--- src/rtl/rv32im_pkg.sv ---
// rv32im_pkg: shared definitions for the RV32IM decode stage and the ALU.
//   - opcode / funct3 / funct7 constants
//   - op_idx_e: bit index of each operation inside the 31-bit one-hot
//     enable vector (bit 30 = mul ... bit 0 = auipc)
//   - decode_payload_t: the record carried from decode to execute
//   - op_onehot(): builds the enable vector for one operation
package rv32im_pkg;

  localparam int NUM_OPS = 31;

  localparam logic [6:0] OPC_OP     = 7'b0110011;
  localparam logic [6:0] OPC_OP_IMM = 7'b0010011;
  localparam logic [6:0] OPC_STORE  = 7'b0100011;
  localparam logic [6:0] OPC_LUI    = 7'b0110111;
  localparam logic [6:0] OPC_AUIPC  = 7'b0010111;

  localparam logic [6:0] F7_BASE   = 7'b0000000;
  localparam logic [6:0] F7_MULDIV = 7'b0000001;
  localparam logic [6:0] F7_ALT    = 7'b0100000;

  // ALU-class funct3 values (OP and OP-IMM)
  localparam logic [2:0] F3_ADD_SUB = 3'b000;
  localparam logic [2:0] F3_SLL     = 3'b001;
  localparam logic [2:0] F3_SLT     = 3'b010;
  localparam logic [2:0] F3_SLTU    = 3'b011;
  localparam logic [2:0] F3_XOR     = 3'b100;
  localparam logic [2:0] F3_SRL_SRA = 3'b101;
  localparam logic [2:0] F3_OR      = 3'b110;
  localparam logic [2:0] F3_AND     = 3'b111;

  // M-extension funct3 values
  localparam logic [2:0] F3_MUL    = 3'b000;
  localparam logic [2:0] F3_MULH   = 3'b001;
  localparam logic [2:0] F3_MULHSU = 3'b010;
  localparam logic [2:0] F3_MULHU  = 3'b011;
  localparam logic [2:0] F3_DIV    = 3'b100;
  localparam logic [2:0] F3_DIVU   = 3'b101;
  localparam logic [2:0] F3_REM    = 3'b110;
  localparam logic [2:0] F3_REMU   = 3'b111;

  // Store funct3 values
  localparam logic [2:0] F3_SB = 3'b000;
  localparam logic [2:0] F3_SH = 3'b001;
  localparam logic [2:0] F3_SW = 3'b010;

  typedef enum logic [4:0] {
    OP_AUIPC,  OP_LUI,   OP_SB,    OP_SH,    OP_SW,
    OP_SRAI,   OP_SRLI,  OP_SLLI,  OP_SLTIU, OP_SLTI,
    OP_XORI,   OP_ORI,   OP_ANDI,  OP_ADDI,  OP_SLT,
    OP_SRA,    OP_SRL,   OP_SLL,   OP_XOR,   OP_OR,
    OP_AND,    OP_SUB,   OP_ADD,   OP_REMU,  OP_REM,
    OP_DIVU,   OP_DIV,   OP_MULHU, OP_MULHSU, OP_MULH,
    OP_MUL
  } op_idx_e;

  typedef struct packed {
    logic [NUM_OPS-1:0] en;
    logic [31:0]        im_i;
    logic [31:0]        im_s;
    logic [31:0]        im_u;
    logic [4:0]         shamt;
    logic [4:0]         rs1;
    logic [4:0]         rs2;
    logic [4:0]         rd;
    logic [31:0]        pc;
    logic               illegal;
  } decode_payload_t;

  function automatic logic [NUM_OPS-1:0] op_onehot(input op_idx_e op);
    return NUM_OPS'(1) << op;
  endfunction

endpackage

--- src/rtl/rv32im_decode_stage_if.sv ---
// rv32im_decode_stage_if: input (fetch) and output (execute) handshakes of
// the decode stage.
//   master modport: the environment (drives in_*, out_ready)
//   slave  modport: the decode stage (drives in_ready, out_*)
//
// Handshake rule, identical on both sides: a transfer happens on a rising
// clock edge where valid and ready are both 1. A producer holding valid=1
// keeps its payload stable until the transfer; ready may be asserted
// regardless of valid, and in_ready never depends combinationally on
// out_ready.
interface rv32im_decode_stage_if;
  logic        in_valid;
  logic        in_ready;
  logic [31:0] in_instr;
  logic [31:0] in_pc;

  logic        out_valid;
  logic        out_ready;
  logic [30:0] out_en;
  logic [31:0] out_im_i;
  logic [31:0] out_im_s;
  logic [31:0] out_im_u;
  logic [4:0]  out_shamt;
  logic [4:0]  out_rs1;
  logic [4:0]  out_rs2;
  logic [4:0]  out_rd;
  logic [31:0] out_pc;
  logic        out_illegal;

  modport master (
    output in_valid, in_instr, in_pc, out_ready,
    input  in_ready, out_valid, out_en, out_im_i, out_im_s, out_im_u,
           out_shamt, out_rs1, out_rs2, out_rd, out_pc, out_illegal
  );

  modport slave (
    input  in_valid, in_instr, in_pc, out_ready,
    output in_ready, out_valid, out_en, out_im_i, out_im_s, out_im_u,
           out_shamt, out_rs1, out_rs2, out_rd, out_pc, out_illegal
  );
endinterface

--- src/rtl/rv32im_decode_comb.sv ---
// rv32im_decode_comb: pure combinational RV32IM decoder.
//   instr   in  32  instruction word
//   pc      in  32  instruction address (passed through)
//   payload out     one-hot op enable, immediates, shamt, register
//                   indices, pc and illegal flag
// Fields are extracted for every format; only en/illegal depend on the
// opcode. An unsupported instruction yields en=0, illegal=1.
module rv32im_decode_comb
  import rv32im_pkg::*;
(
  input  logic [31:0]     instr,
  input  logic [31:0]     pc,
  output decode_payload_t payload
);

  logic [6:0]         opcode;
  logic [2:0]         funct3;
  logic [6:0]         funct7;
  logic [NUM_OPS-1:0] en;

  assign opcode = instr[6:0];
  assign funct3 = instr[14:12];
  assign funct7 = instr[31:25];

  always_comb begin
    en = '0;
    case (opcode)
      OPC_OP: begin
        case (funct7)
          F7_MULDIV: begin
            case (funct3)
              F3_MUL:    en = op_onehot(OP_MUL);
              F3_MULH:   en = op_onehot(OP_MULH);
              F3_MULHSU: en = op_onehot(OP_MULHSU);
              F3_MULHU:  en = op_onehot(OP_MULHU);
              F3_DIV:    en = op_onehot(OP_DIV);
              F3_DIVU:   en = op_onehot(OP_DIVU);
              F3_REM:    en = op_onehot(OP_REM);
              F3_REMU:   en = op_onehot(OP_REMU);
              default:   en = '0;
            endcase
          end
          F7_BASE: begin
            // sltu (F3_SLTU) is deliberately not supported
            case (funct3)
              F3_ADD_SUB: en = op_onehot(OP_ADD);
              F3_SLL:     en = op_onehot(OP_SLL);
              F3_SLT:     en = op_onehot(OP_SLT);
              F3_XOR:     en = op_onehot(OP_XOR);
              F3_SRL_SRA: en = op_onehot(OP_SRL);
              F3_OR:      en = op_onehot(OP_OR);
              F3_AND:     en = op_onehot(OP_AND);
              default:    en = '0;
            endcase
          end
          F7_ALT: begin
            case (funct3)
              F3_ADD_SUB: en = op_onehot(OP_SUB);
              F3_SRL_SRA: en = op_onehot(OP_SRA);
              default:    en = '0;
            endcase
          end
          default: en = '0;
        endcase
      end
      OPC_OP_IMM: begin
        case (funct3)
          F3_ADD_SUB: en = op_onehot(OP_ADDI);
          F3_SLT:     en = op_onehot(OP_SLTI);
          F3_SLTU:    en = op_onehot(OP_SLTIU);
          F3_XOR:     en = op_onehot(OP_XORI);
          F3_OR:      en = op_onehot(OP_ORI);
          F3_AND:     en = op_onehot(OP_ANDI);
          // Shift-immediates reuse imm[11:5] as funct7; other encodings are illegal
          F3_SLL:     en = (funct7 == F7_BASE) ? op_onehot(OP_SLLI) : '0;
          F3_SRL_SRA: begin
            if (funct7 == F7_BASE)     en = op_onehot(OP_SRLI);
            else if (funct7 == F7_ALT) en = op_onehot(OP_SRAI);
            else                       en = '0;
          end
          default:    en = '0;
        endcase
      end
      OPC_STORE: begin
        case (funct3)
          F3_SB:   en = op_onehot(OP_SB);
          F3_SH:   en = op_onehot(OP_SH);
          F3_SW:   en = op_onehot(OP_SW);
          default: en = '0;
        endcase
      end
      OPC_LUI:   en = op_onehot(OP_LUI);
      OPC_AUIPC: en = op_onehot(OP_AUIPC);
      default:   en = '0;
    endcase
  end

  always_comb begin
    payload         = '0;
    payload.en      = en;
    payload.im_i    = {{20{instr[31]}}, instr[31:20]};
    payload.im_s    = {{20{instr[31]}}, instr[31:25], instr[11:7]};
    payload.im_u    = {12'b0, instr[31:12]};
    payload.shamt   = instr[24:20];
    payload.rs1     = instr[19:15];
    payload.rs2     = instr[24:20];
    payload.rd      = instr[11:7];
    payload.pc      = pc;
    // Every legal encoding sets exactly one enable bit
    payload.illegal = (en == '0);
  end

endmodule

--- src/rtl/rv32im_decode_stage.sv ---
// rv32im_decode_stage: registered decode stage with a 2-entry skid buffer.
//   clk    in   rising-edge clock
//   rst_n  in   asynchronous active-low reset; drops both entries
//   flush  in   synchronous; drops both entries and any input this cycle
//   bus    slave modport of rv32im_decode_stage_if
//            in_valid/in_ready/in_instr/in_pc     fetch side
//            out_valid/out_ready/out_*             execute side
// The main register drives the outputs. The skid register catches the one
// entry accepted while main is stalled, so in_ready can be a flop
// (!skid_valid) with no combinational path from out_ready.
module rv32im_decode_stage
  import rv32im_pkg::*;
#(
  parameter int XLEN = 32
) (
  input  logic clk,
  input  logic rst_n,
  input  logic flush,
  rv32im_decode_stage_if.slave bus
);

  logic [XLEN-1:0] in_pc;
  decode_payload_t dec_payload;

  logic            main_valid_q, main_valid_d;
  logic            skid_valid_q, skid_valid_d;
  decode_payload_t main_q, main_d;
  decode_payload_t skid_q, skid_d;

  logic            accept;
  logic            out_xfer;

  assign in_pc = bus.in_pc;

  rv32im_decode_comb u_decode (
    .instr   (bus.in_instr),
    .pc      (in_pc),
    .payload (dec_payload)
  );

  assign accept   = bus.in_valid && !skid_valid_q;
  assign out_xfer = main_valid_q && bus.out_ready;

  always_comb begin
    main_valid_d = main_valid_q;
    skid_valid_d = skid_valid_q;
    main_d       = main_q;
    skid_d       = skid_q;
    if (flush) begin
      main_valid_d = 1'b0;
      skid_valid_d = 1'b0;
    end else if (out_xfer || !main_valid_q) begin
      // Main slot is free next cycle: the skid entry is older, so it goes
      // first; while skid is full accept is 0, leaving skid empty after.
      if (skid_valid_q) begin
        main_valid_d = 1'b1;
        main_d       = skid_q;
        skid_valid_d = 1'b0;
      end else begin
        main_valid_d = accept;
        if (accept) main_d = dec_payload;
      end
    end else if (accept) begin
      // Main is stalled: park the new entry in the skid slot
      skid_valid_d = 1'b1;
      skid_d       = dec_payload;
    end
  end

  always_ff @(posedge clk or negedge rst_n) begin
    if (!rst_n) begin
      main_valid_q <= 1'b0;
      skid_valid_q <= 1'b0;
      main_q       <= '0;
      skid_q       <= '0;
    end else begin
      main_valid_q <= main_valid_d;
      skid_valid_q <= skid_valid_d;
      main_q       <= main_d;
      skid_q       <= skid_d;
    end
  end

  assign bus.in_ready    = !skid_valid_q;
  assign bus.out_valid   = main_valid_q;
  assign bus.out_en      = main_q.en;
  assign bus.out_im_i    = main_q.im_i;
  assign bus.out_im_s    = main_q.im_s;
  assign bus.out_im_u    = main_q.im_u;
  assign bus.out_shamt   = main_q.shamt;
  assign bus.out_rs1     = main_q.rs1;
  assign bus.out_rs2     = main_q.rs2;
  assign bus.out_rd      = main_q.rd;
  assign bus.out_pc      = main_q.pc;
  assign bus.out_illegal = main_q.illegal;

endmodule

--- src/flat_wrapper.sv ---
// flat-port wrapper written by rule: the top's interface ports become plain ports
module rv32im_decode_stage_flat import rv32im_pkg::*;
#(
  parameter int XLEN = 32
)
  (clk, rst_n, flush, bus_in_valid, bus_in_instr, bus_in_pc, bus_out_ready, bus_in_ready, bus_out_valid, bus_out_en, bus_out_im_i, bus_out_im_s, bus_out_im_u, bus_out_shamt, bus_out_rs1, bus_out_rs2, bus_out_rd, bus_out_pc, bus_out_illegal);
  rv32im_decode_stage_if bus_i ();
  input  logic clk;
  input  logic rst_n;
  input  logic flush;
  input wire logic [$bits(bus_i.in_valid)-1:0] bus_in_valid;
  input wire logic [$bits(bus_i.in_instr)-1:0] bus_in_instr;
  input wire logic [$bits(bus_i.in_pc)-1:0] bus_in_pc;
  input wire logic [$bits(bus_i.out_ready)-1:0] bus_out_ready;
  output wire logic [$bits(bus_i.in_ready)-1:0] bus_in_ready;
  output wire logic [$bits(bus_i.out_valid)-1:0] bus_out_valid;
  output wire logic [$bits(bus_i.out_en)-1:0] bus_out_en;
  output wire logic [$bits(bus_i.out_im_i)-1:0] bus_out_im_i;
  output wire logic [$bits(bus_i.out_im_s)-1:0] bus_out_im_s;
  output wire logic [$bits(bus_i.out_im_u)-1:0] bus_out_im_u;
  output wire logic [$bits(bus_i.out_shamt)-1:0] bus_out_shamt;
  output wire logic [$bits(bus_i.out_rs1)-1:0] bus_out_rs1;
  output wire logic [$bits(bus_i.out_rs2)-1:0] bus_out_rs2;
  output wire logic [$bits(bus_i.out_rd)-1:0] bus_out_rd;
  output wire logic [$bits(bus_i.out_pc)-1:0] bus_out_pc;
  output wire logic [$bits(bus_i.out_illegal)-1:0] bus_out_illegal;
  assign bus_i.in_valid = bus_in_valid;
  assign bus_i.in_instr = bus_in_instr;
  assign bus_i.in_pc = bus_in_pc;
  assign bus_i.out_ready = bus_out_ready;
  assign bus_in_ready = bus_i.in_ready;
  assign bus_out_valid = bus_i.out_valid;
  assign bus_out_en = bus_i.out_en;
  assign bus_out_im_i = bus_i.out_im_i;
  assign bus_out_im_s = bus_i.out_im_s;
  assign bus_out_im_u = bus_i.out_im_u;
  assign bus_out_shamt = bus_i.out_shamt;
  assign bus_out_rs1 = bus_i.out_rs1;
  assign bus_out_rs2 = bus_i.out_rs2;
  assign bus_out_rd = bus_i.out_rd;
  assign bus_out_pc = bus_i.out_pc;
  assign bus_out_illegal = bus_i.out_illegal;
  rv32im_decode_stage #(.XLEN(XLEN)) u_core (.clk(clk), .rst_n(rst_n), .flush(flush), .bus(bus_i));
endmodule
--- config.mk ---
export PLATFORM = sky130hd
export DESIGN_NAME = rv32im_decode_stage_flat
export DESIGN_NICKNAME = d
export VERILOG_FILES = /design/src/rtl/rv32im_pkg.sv /design/src/rtl/rv32im_decode_stage_if.sv /design/src/rtl/rv32im_decode_comb.sv /design/src/rtl/rv32im_decode_stage.sv /design/src/flat_wrapper.sv
export SDC_FILE = /design/constraint.sdc
export NUM_CORES = 1
export LEC_CHECK = 0
export ABC_AREA = 0
export CORE_AREA = 2 2 190 99
export CTS_BUF_LIST = sky130_fd_sc_hd__clkbuf_2 sky130_fd_sc_hd__clkbuf_4 sky130_fd_sc_hd__clkbuf_8
export CTS_CLUSTER_DIAMETER = 80
export DETAILED_ROUTE_END_ITERATION = 16
export DIE_AREA = 0 0 192 101
export GPL_TIMING_DRIVEN = 0
export PLACE_DENSITY = 0.8
export REMOVE_ABC_BUFFERS = 1
export SLEW_MARGIN = 20
export SYNTH_ARGS = -nofsm -noshare
export SYNTH_HDL_FRONTEND = slang
export SYNTH_SLANG_ARGS = --single-unit
export TNS_END_PERCENT = 100
--- constraint.sdc ---
create_clock -name clk -period 2.3 [get_ports clk]
set_input_delay 0.46 -clock clk [delete_from_list [all_inputs] [get_ports clk]]
set_output_delay 0.46 -clock clk [all_outputs]
set_load 0.05 [all_outputs]
==> run_results.csv <==
group,metric,value,unit
power,sw_frac_of_total,38.8,%
timing,tightestPinTransition,737,ps
clock_tree,clock_tree.htree_level_count,4,
clock_tree,clk_latency,440,ps
grt,busiest_layer_in_global_routing,"met2",
drt,wire_per_inst,16.9,um
floorplanning,core,17900,um2
critical_path,critical-path-slowest-cell,"sky130_fd_sc_hd__clkdlybuf4s50_1",
logic_synthesis,ys_seq_area_share,53.0,%
clock_tree,num_cts_buffers,17,
grt,grt_pass1_wl,31500,um
critical_path,critical_path.endpoint,"bus_out_im_i[6]",
logic_synthesis,mappedNetlistArea,8510,um2
power,power_density,824,nW/um2
critical_path,endpoint_of_the_most_critical_register_to_register_path,"u_core.skid_q[176]$_DFFE_PN0P_",
timing,skew,12.9,ps
floorplanning,total_die_area,19400,um2
floorplanning,floorplan.die.height,101,um
grt,grt_use_total,21.1,%
clock_tree,cts_root_buffer,"sky130_fd_sc_hd__clkbuf_8",
timing,hold_viol_final,0,
logic_synthesis,synth_top_cell_by_area,"sky130_fd_sc_hd__dfrtp_1",
grt,initial_antenna_violation_count,0,
power,clock_power_share,22.8,%
finish,fill_cells,1487,
power,total_switching_power,3.53,mW
critical_path,kind_of_launch_point_of_the_worst_setup_path,"flop",
clock_tree,cts_tree,"done",
finish,stdcell_count,1208,
critical_path,critical_path_buf_inv_count,1,
finish,post_route_cells_drive_above_1_share,12.7,%
status,status,"finished clean",
clock_tree,clk_slew_on_worst_s_h_paths,90,ps
clock_tree,hold_buffers,0,
logic_synthesis,syn_avg_cell_area,10.4,um2
placed_design,dp.cells,1168,
grt,met2_usage,32.4,%
critical_path,r2r_cells,5,
timing,final-setup-viol-count,0,
logic_synthesis,ys.flop_type,"sky130_fd_sc_hd__dfrtp_1",
critical_path,startpoint,"u_core.bus.out_im_s[6]$_DFFE_PN0P_",
logic_synthesis,post_synthesis_async_set_or_reset_flop_share,100,%
critical_path,timing.critical_path.depth,1,
logic_synthesis,post-synth-top-count-cell,"sky130_fd_sc_hd__dfrtp_1",
grt,first_global_vias,5919,
critical_path,path_cells,"clkdlybuf4s50_1",
timing,fin_crit,2250,ps
flow_run,drv.max_cap_violation_count,0,
logic_synthesis,count_of_yosys_warnings_during_synthesis,0,
placed_design,buffer_ports.inserted,238,
clock_tree,cts_num_sinks,180,
drt,first_iter_violations,391,
grt,grt-ovfl-total,0,
power,p_int,5.57,mW
drt,drt-pass1-iter-count,5,
logic_synthesis,share_of_yosys_cell_area_claimed_by_the_top_area_cell_type,53.0,%
drt,detailroute.via_count,6237,
drt,drt_wl_total,20500,um
critical_path,worst_reg_to_reg_setup_slack,260,ps
logic_synthesis,postSynthRegisterBits,180,
grt,grt_start_max_net_pins,96,
finish,synthToLayoutAreaGrowth,29.6,%
power,leakagePower,4.63,nW
logic_synthesis,synth_enable_flop_cells,0,
min_path,holdCritPathClass,"in2async",
logic_synthesis,synth.distinct_cells,44,
floorplanning,initial_utilization,47.6,%
critical_path,cp.required,1840,ps
timing,worst_slew_margin_rel,50.9,%
timing,timing.final.max_slew_violations,0,
critical_path,setup.worst_path.end_class,"primary output",
critical_path,critPathKind,"reg2out",
grt,groute.layer.met1.usage,30.4,%
drt,viasPerCell,5.16,
timing,final.period_utilization,97.8,%
power,seqPwrFrac,42.8,%
drt,drc,0,
timing,unrepaired_setup_endpoints_after_global_routing,"no",
clock_tree,cts-root-to-sink-buffers,2,
finish,nNetsFinal,1024,
logic_synthesis,synth.cells.most_frequent,"180 x sky130_fd_sc_hd__dfrtp_1, 142 x sky130_fd_sc_hd__nand2_1, 94 x sky130_fd_sc_hd__o21ai_0",
drt,detail-route-antenna-nets,0,
floorplanning,boundaryPins,251,
critical_path,crit_path_max_incr_delay,860,ps
critical_path,cp.arrival,1790,ps
floorplanning,placement_rows,35,
floorplanning,die_width,192,um
power,pwr-share-comb,34.4,%
critical_path,worstReg2RegStart,"u_core.skid_valid_q$_DFFE_PN0P_",
finish,antenna_cells_inserted,0,
critical_path,worst-path-max-fanout,4,
placed_design,dp_hpwl,13400,um
logic_synthesis,synth_cells,818,
power,vdd.ir_drop.worst,0.541,mV
timing,max_freq,444,MHz
placed_design,gp_congestion,0.828,
critical_path,path_delay_family,"buffers and inverters",
logic_synthesis,main_area_contributors_after_synthesis,"sky130_fd_sc_hd__dfrtp_1 53%, sky130_fd_sc_hd__buf_4 8.0%, sky130_fd_sc_hd__mux2_2 7.1%",
grt,grt_use_met3,5.92,%
finish,utilization,61.7,%
## cell usage in the layout (no fill, tap or decap), types with 3 or more instances in the layout
cell	count
sky130_fd_sc_hd__nand3_1	5
sky130_fd_sc_hd__clkbuf_8	18
sky130_fd_sc_hd__buf_4	3
sky130_fd_sc_hd__nor4_1	4
sky130_fd_sc_hd__nand2_1	139
sky130_fd_sc_hd__clkbuf_4	3
sky130_fd_sc_hd__buf_16	5
sky130_fd_sc_hd__nand4_1	4
sky130_fd_sc_hd__o31ai_1	16
sky130_fd_sc_hd__dlymetal6s2s_1	6
sky130_fd_sc_hd__clkinvlp_4	5
sky130_fd_sc_hd__o41ai_1	4
sky130_fd_sc_hd__mux2_2	54
sky130_fd_sc_hd__o211ai_1	10
sky130_fd_sc_hd__nor2b_1	3
sky130_fd_sc_hd__inv_1	3
sky130_fd_sc_hd__clkdlybuf4s50_1	187
sky130_fd_sc_hd__dlygate4sd2_1	44
sky130_fd_sc_hd__o21a_1	10
sky130_fd_sc_hd__conb_1	12
sky130_fd_sc_hd__o21ai_0	94
sky130_fd_sc_hd__a21oi_1	24
sky130_fd_sc_hd__mux2i_1	58
sky130_fd_sc_hd__nor3_1	17
sky130_fd_sc_hd__or4_4	3
sky130_fd_sc_hd__dfrtp_1	178
sky130_fd_sc_hd__nor2_1	11
## stage by stage
step	TNS, ps	setup WS [ps]	power (mW)	hold WS (ps)	cell area, um2
final	0	50.3	9.09	10.3	11000
after global routing	0	0.745	9.51	34.9	11000
after CTS	0	2.52	9.18	26.9	10900
after detailed placement	-52340	-818	7.16	466	10500
after global placement	-2302060	-6780	7.11	456	10300
after floorplan	-1123340	-11260	5.71	164	7650
## logic make-up (layout without fill, tap and decap cells)
group / after synthesis / in the layout / share of synthesized area [%]
muxes: 112 / 112 / 14.0
xor gates and xnor gates: 1 / 1 / 0.103
adders and majority gates: 1 / 1 / 0.118
AOI/OAI and AO/OA: 164 / 164 / 11.2
DFF: 180 / 180 / 53.0
buffers and inverters: 149 / 285 / 10.7
and+or+nand+nor: 210 / 213 / 10.9
other: 1 / 12 / 0.0441
## how the worst min path moves through the flow
stage,slack [ps],start,endpoint,depth (start not counted)
finish,10,rst_n,u_core.bus.out_pc[26]$_DFFE_PN0P_,1
global route,30,rst_n,u_core.bus.out_pc[26]$_DFFE_PN0P_,1
CTS,30,rst_n,u_core.skid_q[27]$_DFFE_PN0P_,1
detailed placement,470,u_core.skid_q[172]$_DFFE_PN0P_,u_core.skid_q[172]$_DFFE_PN0P_,2
global placement,460,u_core.skid_q[176]$_DFFE_PN0P_,u_core.skid_q[176]$_DFFE_PN0P_,2
floorplan,160,rst_n,u_core.bus.out_en[0]$_DFFE_PN0P_,0
## final cells by class
cell class,count,area (um2),share of cell area [%]
clock buffers,21,270,2.45
clock inverters,11,104,0.942
inverters,4,15.0,0.136
multi-input cells,503,3270,29.6
flip-flops and latches,180,4510,40.9
well taps,240,300,2.72
repair buffers,249,2560,23.2
## what timing repair did
| action | CTS | global route |
|---|---|---|
| setup endpoints to repair | 206 | 24 |
| gates cloned | 2 | 1 |
| buffers inserted | 3 | 2 |
| pin swaps | 2 | 5 |
| hold endpoints to repair | 0 | 0 |
| resized for setup | 58 | 13 |
## registers in the layout (all words and copies together) (netlist names)
register,cells
u_core.bus.out_en,31
u_core.bus.out_rd,4
u_core.bus.out_pc,32
u_core.bus.out_illegal,1
u_core.skid_q,89
u_core.bus.out_im_s,8
u_core.bus.out_im_u,4
u_core.bus.out_im_i,1
u_core.skid_valid_q,1
u_core.bus.out_valid,1
u_core.bus.out_rs2,4
u_core.bus.out_rs1,4
## metal layers
layer | routed length (um) | part of all wire, %
met5 | 0 | 0
met2 | 9100 | 44
met4 | 142 | 0.69
met3 | 1440 | 7.0
met1 | 9780 | 48
## power by group through the flow
stage,Combinational (mW),Clock [mW],Sequential (mW)
after CTS,3.14,2.14,3.90
after floorplan,0.546,0,5.16
final,3.12,2.07,3.89
after global routing,3.28,2.28,3.95
after detailed placement,3.20,0,3.96
after global placement,3.15,0,3.96
Power figures use the tool's default switching activity.
